## src/rtl/ifetch_queue.sv

```systemverilog
// Instruction prefetch queue between im and ir with redirect flush.
// Optional zero-latency bypass of an empty queue: define IFQ_BYPASS_EN.
module ifetch_queue #(
    parameter int DEPTH = 4,
    parameter int AW    = 16,
    parameter int DW    = 32,
    localparam int PW   = $clog2(DEPTH),
    localparam int CW   = $clog2(DEPTH + 1)
) (
    input  logic          clk,
    input  logic          rst_f,
    output logic [AW-1:0] imem_addr,
    input  logic [DW-1:0] imem_data,
    input  logic          flush,
    input  logic [AW-1:0] redirect_addr,
    output logic [DW-1:0] instr_out,
    output logic [AW-1:0] instr_pc,
    output logic          instr_valid,
    input  logic          instr_ready,
    output logic [CW-1:0] count
);

    localparam logic [CW-1:0] FULL = CW'(DEPTH);

    logic [AW-1:0] fetch_pc_q, fetch_pc_d;
    logic [PW-1:0] head_q, head_d;
    logic [PW-1:0] tail_q, tail_d;
    logic [CW-1:0] count_q, count_d;

    logic [AW-1:0] pc_mem_q   [DEPTH];
    logic [DW-1:0] data_mem_q [DEPTH];

    logic fifo_valid;
    logic pop;
    logic push;
    logic byp_take;

    always_comb begin
        fifo_valid = (count_q != '0);
        pop        = fifo_valid & instr_ready & ~flush;
        byp_take   = 1'b0;
        instr_valid = fifo_valid;
        instr_out   = fifo_valid ? data_mem_q[head_q] : '0;
        instr_pc    = fifo_valid ? pc_mem_q[head_q] : '0;
`ifdef IFQ_BYPASS_EN
        // Empty queue forwards the word being fetched this cycle.
        if (!fifo_valid && !flush) begin
            instr_valid = 1'b1;
            instr_out   = imem_data;
            instr_pc    = fetch_pc_q;
            byp_take    = instr_ready;
        end
`endif
        push = ~flush & ((count_q < FULL) | pop) & ~byp_take;
    end

    always_comb begin
        fetch_pc_d = fetch_pc_q;
        head_d     = head_q;
        tail_d     = tail_q;
        count_d    = count_q;
        if (flush) begin
            fetch_pc_d = redirect_addr;
            head_d     = '0;
            tail_d     = '0;
            count_d    = '0;
        end else begin
            if (push || byp_take) fetch_pc_d = fetch_pc_q + 1'b1;
            if (push) tail_d = tail_q + 1'b1;
            if (pop) head_d = head_q + 1'b1;
            case ({push, pop})
                2'b10:   count_d = count_q + 1'b1;
                2'b01:   count_d = count_q - 1'b1;
                default: count_d = count_q;
            endcase
        end
    end

    always_ff @(posedge clk) begin
        if (!rst_f) begin
            fetch_pc_q <= '0;
            head_q     <= '0;
            tail_q     <= '0;
            count_q    <= '0;
        end else begin
            fetch_pc_q <= fetch_pc_d;
            head_q     <= head_d;
            tail_q     <= tail_d;
            count_q    <= count_d;
        end
    end

    // Storage needs no reset: outputs are gated by count.
    always_ff @(posedge clk) begin
        if (rst_f && push) begin
            pc_mem_q[tail_q]   <= fetch_pc_q;
            data_mem_q[tail_q] <= imem_data;
        end
    end

    assign imem_addr = fetch_pc_q;
    assign count     = count_q;

endmodule

```

## config.mk

```make
export PLATFORM = sky130hd
export DESIGN_NAME = ifetch_queue
export DESIGN_NICKNAME = d
export VERILOG_FILES = /design/src/rtl/ifetch_queue.sv
export SDC_FILE = /design/constraint.sdc
export NUM_CORES = 1
export LEC_CHECK = 0
export CORE_MARGIN = 1
export CORE_UTILIZATION = 49
export DETAILED_ROUTE_END_ITERATION = 6
export GPL_TIMING_DRIVEN = 0
export PLACE_DENSITY = 0.73
export SETUP_SLACK_MARGIN = 0.05
export SYNTH_ARGS = -nofsm -noshare
export SYNTH_HDL_FRONTEND = slang
export SYNTH_SLANG_ARGS = --single-unit
```

## constraint.sdc

```tcl
create_clock -name clk -period 3.6 [get_ports clk]
set_input_delay 0.72 -clock clk [delete_from_list [all_inputs] [get_ports clk]]
set_output_delay 0.72 -clock clk [all_outputs]
set_load 0.02 [all_outputs]
```

==> results of run 1 <==
-- stage by stage --
step / hold slack (ps) / utilization [%] / area (um^2) / instances
final: 520 / 63.1 / 10900 / 859
after global routing: 553 / 63.1 / 10900 / 859
after CTS: 520 / 63.1 / 10900 / 859
after detailed placement: 513 / 59.1 / 10200 / 820
after global placement: 485 / 58.6 / 10100 / 816
after floorplan: 476 / - / 8630 / 473
-- worst max-delay path by stage --
stage	from	to	slack, ps	cells after the start
detailed placement	flush	count[2]	40	12
CTS	count[2]	instr_pc[1]	60	7
global route	count[2]	instr_pc[1]	30	7
floorplan	rst_f	data_mem_q[1][0]	570	4
finish	count[2]	instr_pc[1]	190	7
global placement	flush	data_mem_q[1][25]	-900	5
-- cell usage in the layout, fill, tap and decap left out, types with 2 or more instances in the layout --
cell type	n
xnor2_1	12
edfxtp_1	192
nand4_2	2
nand2_1	11
nand4_1	2
and3_1	2
clkinv_1	3
ha_1	6
clkdlybuf4s50_1	118
a31oi_1	2
nor4_1	2
and2_1	48
buf_2	2
nor2_1	13
buf_12	3
clkbuf_2	4
buf_4	4
a21oi_1	17
a211oi_1	4
mux4_2	48
xor2_1	3
mux2i_1	2
and2_2	4
inv_1	11
nand3_1	12
clkbuf_16	24
clkbuf_1	22
o21ai_0	12
a2111oi_0	2
clkbuf_4	3
dfxtp_1	25
-- synthesized netlist by cell type, types with 3 or more instances --
cell | n | area (um^2)
edfxtp_1 | 192 | 5770
and2_1 | 52 | 325
mux4_2 | 48 | 1080
dfxtp_1 | 25 | 500
a21oi_1 | 17 | 85.1
clkbuf_1 | 17 | 63.8
nor2_1 | 13 | 48.8
nand3_1 | 12 | 60.1
o21ai_0 | 12 | 60.1
xnor2_1 | 12 | 105
inv_1 | 11 | 41.3
nand2_1 | 11 | 41.3
buf_2 | 6 | 30.0
ha_1 | 6 | 75.1
a211oi_1 | 4 | 30.0
xor2_1 | 3 | 26.3
-- routing by layer --
metal	part of all wire, %	GRT usage (%)	vias to the layer above
met2	50	32.0	183
li1	-	-	2153
met1	42	26.2	2418
met4	1.4	4.18	0
met3	6.2	3.60	24
met5	0	0	-
-- final cells by class --
| class | count | share of cell area [%] |
|---|---|---|
| clock buffers | 35 | 5.90 |
| flip-flops and latches | 217 | 57.6 |
| plain buffers | 24 | 1.14 |
| multi-input cells | 220 | 20.5 |
| inverters | 12 | 0.414 |
| clock inverters | 4 | 0.219 |
| well taps | 225 | 2.59 |
| repair buffers | 122 | 11.7 |
-- timing repair --
action,CTS,global route
resized for setup,9,6
hold buffers,0,0
setup endpoints to repair,20,20
pin swaps,0,0
-- power groups by stage --
stage                     Sequential [mW]  Combinational, mW  Clock (mW)
after global placement               2.91              0.373           0
after global routing                 2.86              0.417        2.23
after detailed placement             2.91              0.388           0
after floorplan                      2.91              0.167           0
final                                2.85              0.388        2.09
after CTS                            2.85              0.391        2.13
-- flip-flops by register name, indices dropped and copies added, names as in the netlist, named ones only --
name,count
pc_mem_q,64
data_mem_q,128
tail_q,2
head_q,2
count,3
imem_addr,16
-- cells by family after synthesis --
group | share of synthesized area (%)
AO/OA/AOI/OAI | 3.48
XOR/XNOR | 1.52
AND/OR/NAND/NOR | 6.71
multiplexers | 12.9
flip-flops | 72.6
adder cells (fa/ha/maj) | 1.10
buffers and inverters | 1.70
-- critical path: stages (launching register included) --
cell             delay [ps]
dfxtp_1                 440
clkbuf_4                260
nor3_2                   70
inv_1                   180
clkbuf_4                240
clkbuf_4                220
and2_1                  170
clkdlybuf4s50_1         610
==> impl_metrics.json, run 1 <==
{
  "status": "finished, final reports clean",
  "ys_ff_latch": 217,
  "clkTransAtPathRegs_ps": 60,
  "hold_path.startpoint": "tail_q[1]",
  "drive_gt1_share_pct": 16.1,
  "routed_wl_um": 17000,
  "htreeDepth": 1,
  "synth_cells": 473,
  "root_buffer": "clkbuf_16",
  "insertion_delay_ps": 490,
  "synth_edf_count": 192,
  "synth_cell_types": 41,
  "grt_max_degree": 30,
  "grt_usage_pct": 19.1,
  "worstPathRequired_ps": 2880,
  "worstReg2RegStart": "count[2]",
  "final-seq-area_um2": 6270,
  "max-vdd-ir-drop_v": 0.000337,
  "drt-initial-drc-count": 339,
  "p_int_mw": 4.23,
  "tritoncts": "done",
  "setup_viol": 0,
  "slew_headroom_pct": 38.8,
  "yosysSeqAreaShare_pct": 72.6,
  "ys_warn_count": 0,
  "fill_cells": 1226,
  "max_slew.worst_pin.slew_ps": 918,
  "critical_path_class": "reg2out",
  "ant_nets": 0,
  "fp-row-count": 48,
  "vias_per_cell": 5.56,
  "die_h_um": 135,
  "crit_fanout": 10,
  "p_clk_share_pct": 39.1,
  "fmax_mhz": 293,
  "hp-class": "reg2reg",
  "post_cts_buffers": 0,
  "critPathLaunchType": "flip-flop",
  "cts_buffers": 22,
  "dr_total_vias": 4778,
  "reg2reg_to": "count[2]",
  "start_util_pct": 50.1,
  "p_comb_share_pct": 7.3,
  "antenna_found_initial": 0,
  "area_growth_pct": 26.1,
  "cts_buffer_depth": 3,
  "setup_slack_ps": 190,
  "worstSetupEndpointType": "output port",
  "layout.nets": 678,
  "overflow": 0,
  "fin_crit_sh_pct": 94.7,
  "finalHoldViolCount": 0,
  "first_pass_iters": 4,
  "power.density_nw_per_um2": 490,
  "p_sw_share_pct": 20.7,
  "min_period_ps": 3410,
  "clock_sinks": 217,
  "finalPower_mw": 5.33,
  "pwr-share-seq_pct": 53.6,
  "reg2reg_slack_ps": 900,
  "max-cap-violations": 0,
  "design.portCount": 120,
  "synth_area_per_cell_um2": 18.2,
  "die_width_um": 135,
  "grt_pass1_wl_um": 26200,
  "drc_errors": 0,
  "coreArea_um2": 17200,
  "fin_setup_tns_ps": 0,
  "p_leak_nw": 3.50,
  "netlist_area_um2": 8630,
  "min_to": "tail_q[1]",
  "slew_violations": 0,
  "portBuffers": 118,
  "reg2reg_depth": 10,
  "place_ws_ps": 42.2,
  "p_switching_mw": 1.10,
  "first_global_vias": 4824,
  "dieArea_um2": 18100,
  "multiInputGateArea_um2": 2230,
  "hold_path_depth": 2,
  "clock-skew-final_ps": 9.28,
  "antenna-diode-count": 0,
  "grt_setup_unrepaired": "yes",
  "dp_hpwl_um": 10900,
  "syn_nets": 532,
  "place_congestion": 0.881,
  "arrival_ps": 2690,
  "synthArstFlopShare_pct": 0,
  "wire_per_inst_um": 19.8,
  "synth_ff_type": "edfxtp_1"
}
No activity file was read; power rests on OpenSTA's default activity.
==> run 2, diff against run 1 <==
Settings changed: CORE_MARGIN 1 to 2, GPL_TIMING_DRIVEN 0 to default.
==> run 2 against run 1 <==
Against the previous run:
- sequential share of layout area decreased by 0.37 points
- sequential power hardly changed
- register-to-register slack better by 460 ps
- count of clock-buffer cells in the layout decreased by 3
- utilization rose by 0.46 points
- via count shrank 0.67%
- global-route usage is 0.74 points lower
- worst setup slack improved by 72 ps
==> impl_metrics.json, run 2 (synthesized netlist as in run 1, its figures left out) <==
{
  "design.portCount": 120,
  "arrival_ps": 2620,
  "tritoncts": "done",
  "crit_fanout": 24,
  "drt-initial-drc-count": 290,
  "ant_nets": 0,
  "p_leak_nw": 3.52,
  "largest_register_ffs": 128,
  "drc_errors": 0,
  "layout.nets": 670,
  "status": "finished, final reports clean",
  "top_usage_layer": "met2",
  "fin_setup_tns_ps": 0,
  "placed_cell_area_um2": 10300,
  "max-cap-violations": 0,
  "die_h_um": 137,
  "vias_per_cell": 5.57,
  "insertion_delay_ps": 500,
  "hold_path.startpoint": "tail_q[1]",
  "area_growth_pct": 27.0,
  "whs_ps": 515,
  "dr_total_vias": 4746,
  "max-vdd-ir-drop_v": 0.000381,
  "first_pass_iters": 6,
  "post_cts_buffers": 0,
  "fin_util_pct": 63.6,
  "antenna_found_initial": 0,
  "antenna-diode-count": 0,
  "dieArea_um2": 18700,
  "slew_violations": 0,
  "grt_setup_unrepaired": "no",
  "setup_viol": 0,
  "met1_usage_pct": 26.2,
  "finalPower_mw": 5.41,
  "portBuffers": 119,
  "critPathLaunchType": "flip-flop",
  "die_width_um": 137,
  "max_slew.worst_pin.slew_ps": 651,
  "clkTransAtPathRegs_ps": 60,
  "postCtsResizedCells": 0,
  "htreeDepth": 1,
  "use_met3_pct": 2.85,
  "dp_hpwl_um": 10400,
  "slew_headroom_pct": 55.5,
  "routed_wl_um": 16800,
  "place_congestion": 0.836,
  "fill_cells": 1176,
  "grtUsageMet2_pct": 29.9,
  "power.density_nw_per_um2": 494,
  "critical_path_class": "reg2out",
  "overflow": 0,
  "first_global_vias": 4866,
  "start_util_pct": 50.1,
  "coreArea_um2": 17200,
  "worstPathRequired_ps": 2880,
  "worstReg2RegStart": "count[2]",
  "wire_per_inst_um": 19.7,
  "fin_crit_sh_pct": 92.7,
  "finalHoldViolCount": 0,
  "top_register": "data_mem_q",
  "min_period_ps": 3340,
  "grt_pass1_wl_um": 25900,
  "root_buffer": "clkbuf_16",
  "final_cell_mix": "edfxtp_1 (192), clkdlybuf4s50_1 (119), mux4_2 (48), and2_1 (48)",
  "fmax_mhz": 300,
  "worstSetupEndpointType": "output port",
  "grt_max_degree": 50,
  "cts_buffer_depth": 3,
  "cts_buffers": 22,
  "grt_usage_pct": 18.4,
  "final_common_cell": "edfxtp_1",
  "hp-class": "reg2reg",
  "postLayoutCellArea_um2": 11000,
  "clock-skew-final_ps": 21.1,
  "fp-row-count": 48,
  "clock_sinks": 217,
  "drive_gt1_share_pct": 17.4,
  "postCtsHoldBufs": 0
}
## run 2: cell types whose count changed in the layout (fill, tap and decap cells not counted), moves of 2 or more
cell / previous run / this run
clkbuf_1: 22 / 8
buf_12: 3 / 9
buf_4: 4 / 10
clkbuf_2: 4 / 0
clkbuf_4: 3 / 0
buf_2: 2 / 0
clkinvlp_4: 0 / 2
dfxtp_1: 25 / 23
## run 2: final timing paths
| kind | slack [ps] | depth (start not counted) | to |
|---|---|---|---|
| worst max-delay path | 260 | 4 | instr_out[13] |
| worst min-delay path | 520 | 2 | tail_q[1] |
| worst max register to register | 1360 | 9 | count[2] |
| worst min register to register | 520 | 2 | tail_q[1] |
## run 2: worst max-delay path: stages, from the launching register on
cell and delay, ps:
dfxtp_4 580, buf_12 270, mux4_2 540, and2_1 180
clkdlybuf4s50_1 540
## run 2: layout make-up
cell class	count	area, um^2	area share [%]
Timing Repair Buffer	138	1450	13.2
Tap cell	225	282	2.57
Sequential cell	217	6270	57.2
Clock inverter	8	71.3	0.651
Inverter	12	45.0	0.411
Multi-Input combinational cell	220	2220	20.3
Clock buffer	32	619	5.65
## run 2: report_power, final
part / total, mW / switching, mW / leakage [nW] / internal, mW
Combinational: 0.392 / 0.191 / 1.23 / 0.201
Clock: 2.16 / 0.891 / 0.330 / 1.27
Sequential: 2.86 / 0.0531 / 1.96 / 2.81
Total: 5.41 / 1.13 / 3.52 / 4.28
## run 2: routing by layer
layer	vias up	share of wire [%]
met4	0	1.6
met5	-	0
met1	2435	45
li1	2139	-
met2	148	48
met3	24	5.9
## run 2: through the flow
stage | worst slack [ps] | instances
global route | 107 | 852
detailed placement | 523 | 812
global placement | 684 | 812
CTS | 201 | 852
finish | 261 | 852
floorplan | 573 | 473
==> run 3, diff against run 2 <==
Settings changed: ABC_CLOCK_PERIOD_IN_PS from default to 3600, GPL_ROUTABILITY_DRIVEN from default to 0.
==> results of run 3 <==
Final layout, timing and power as in run 2 (identical DEF).
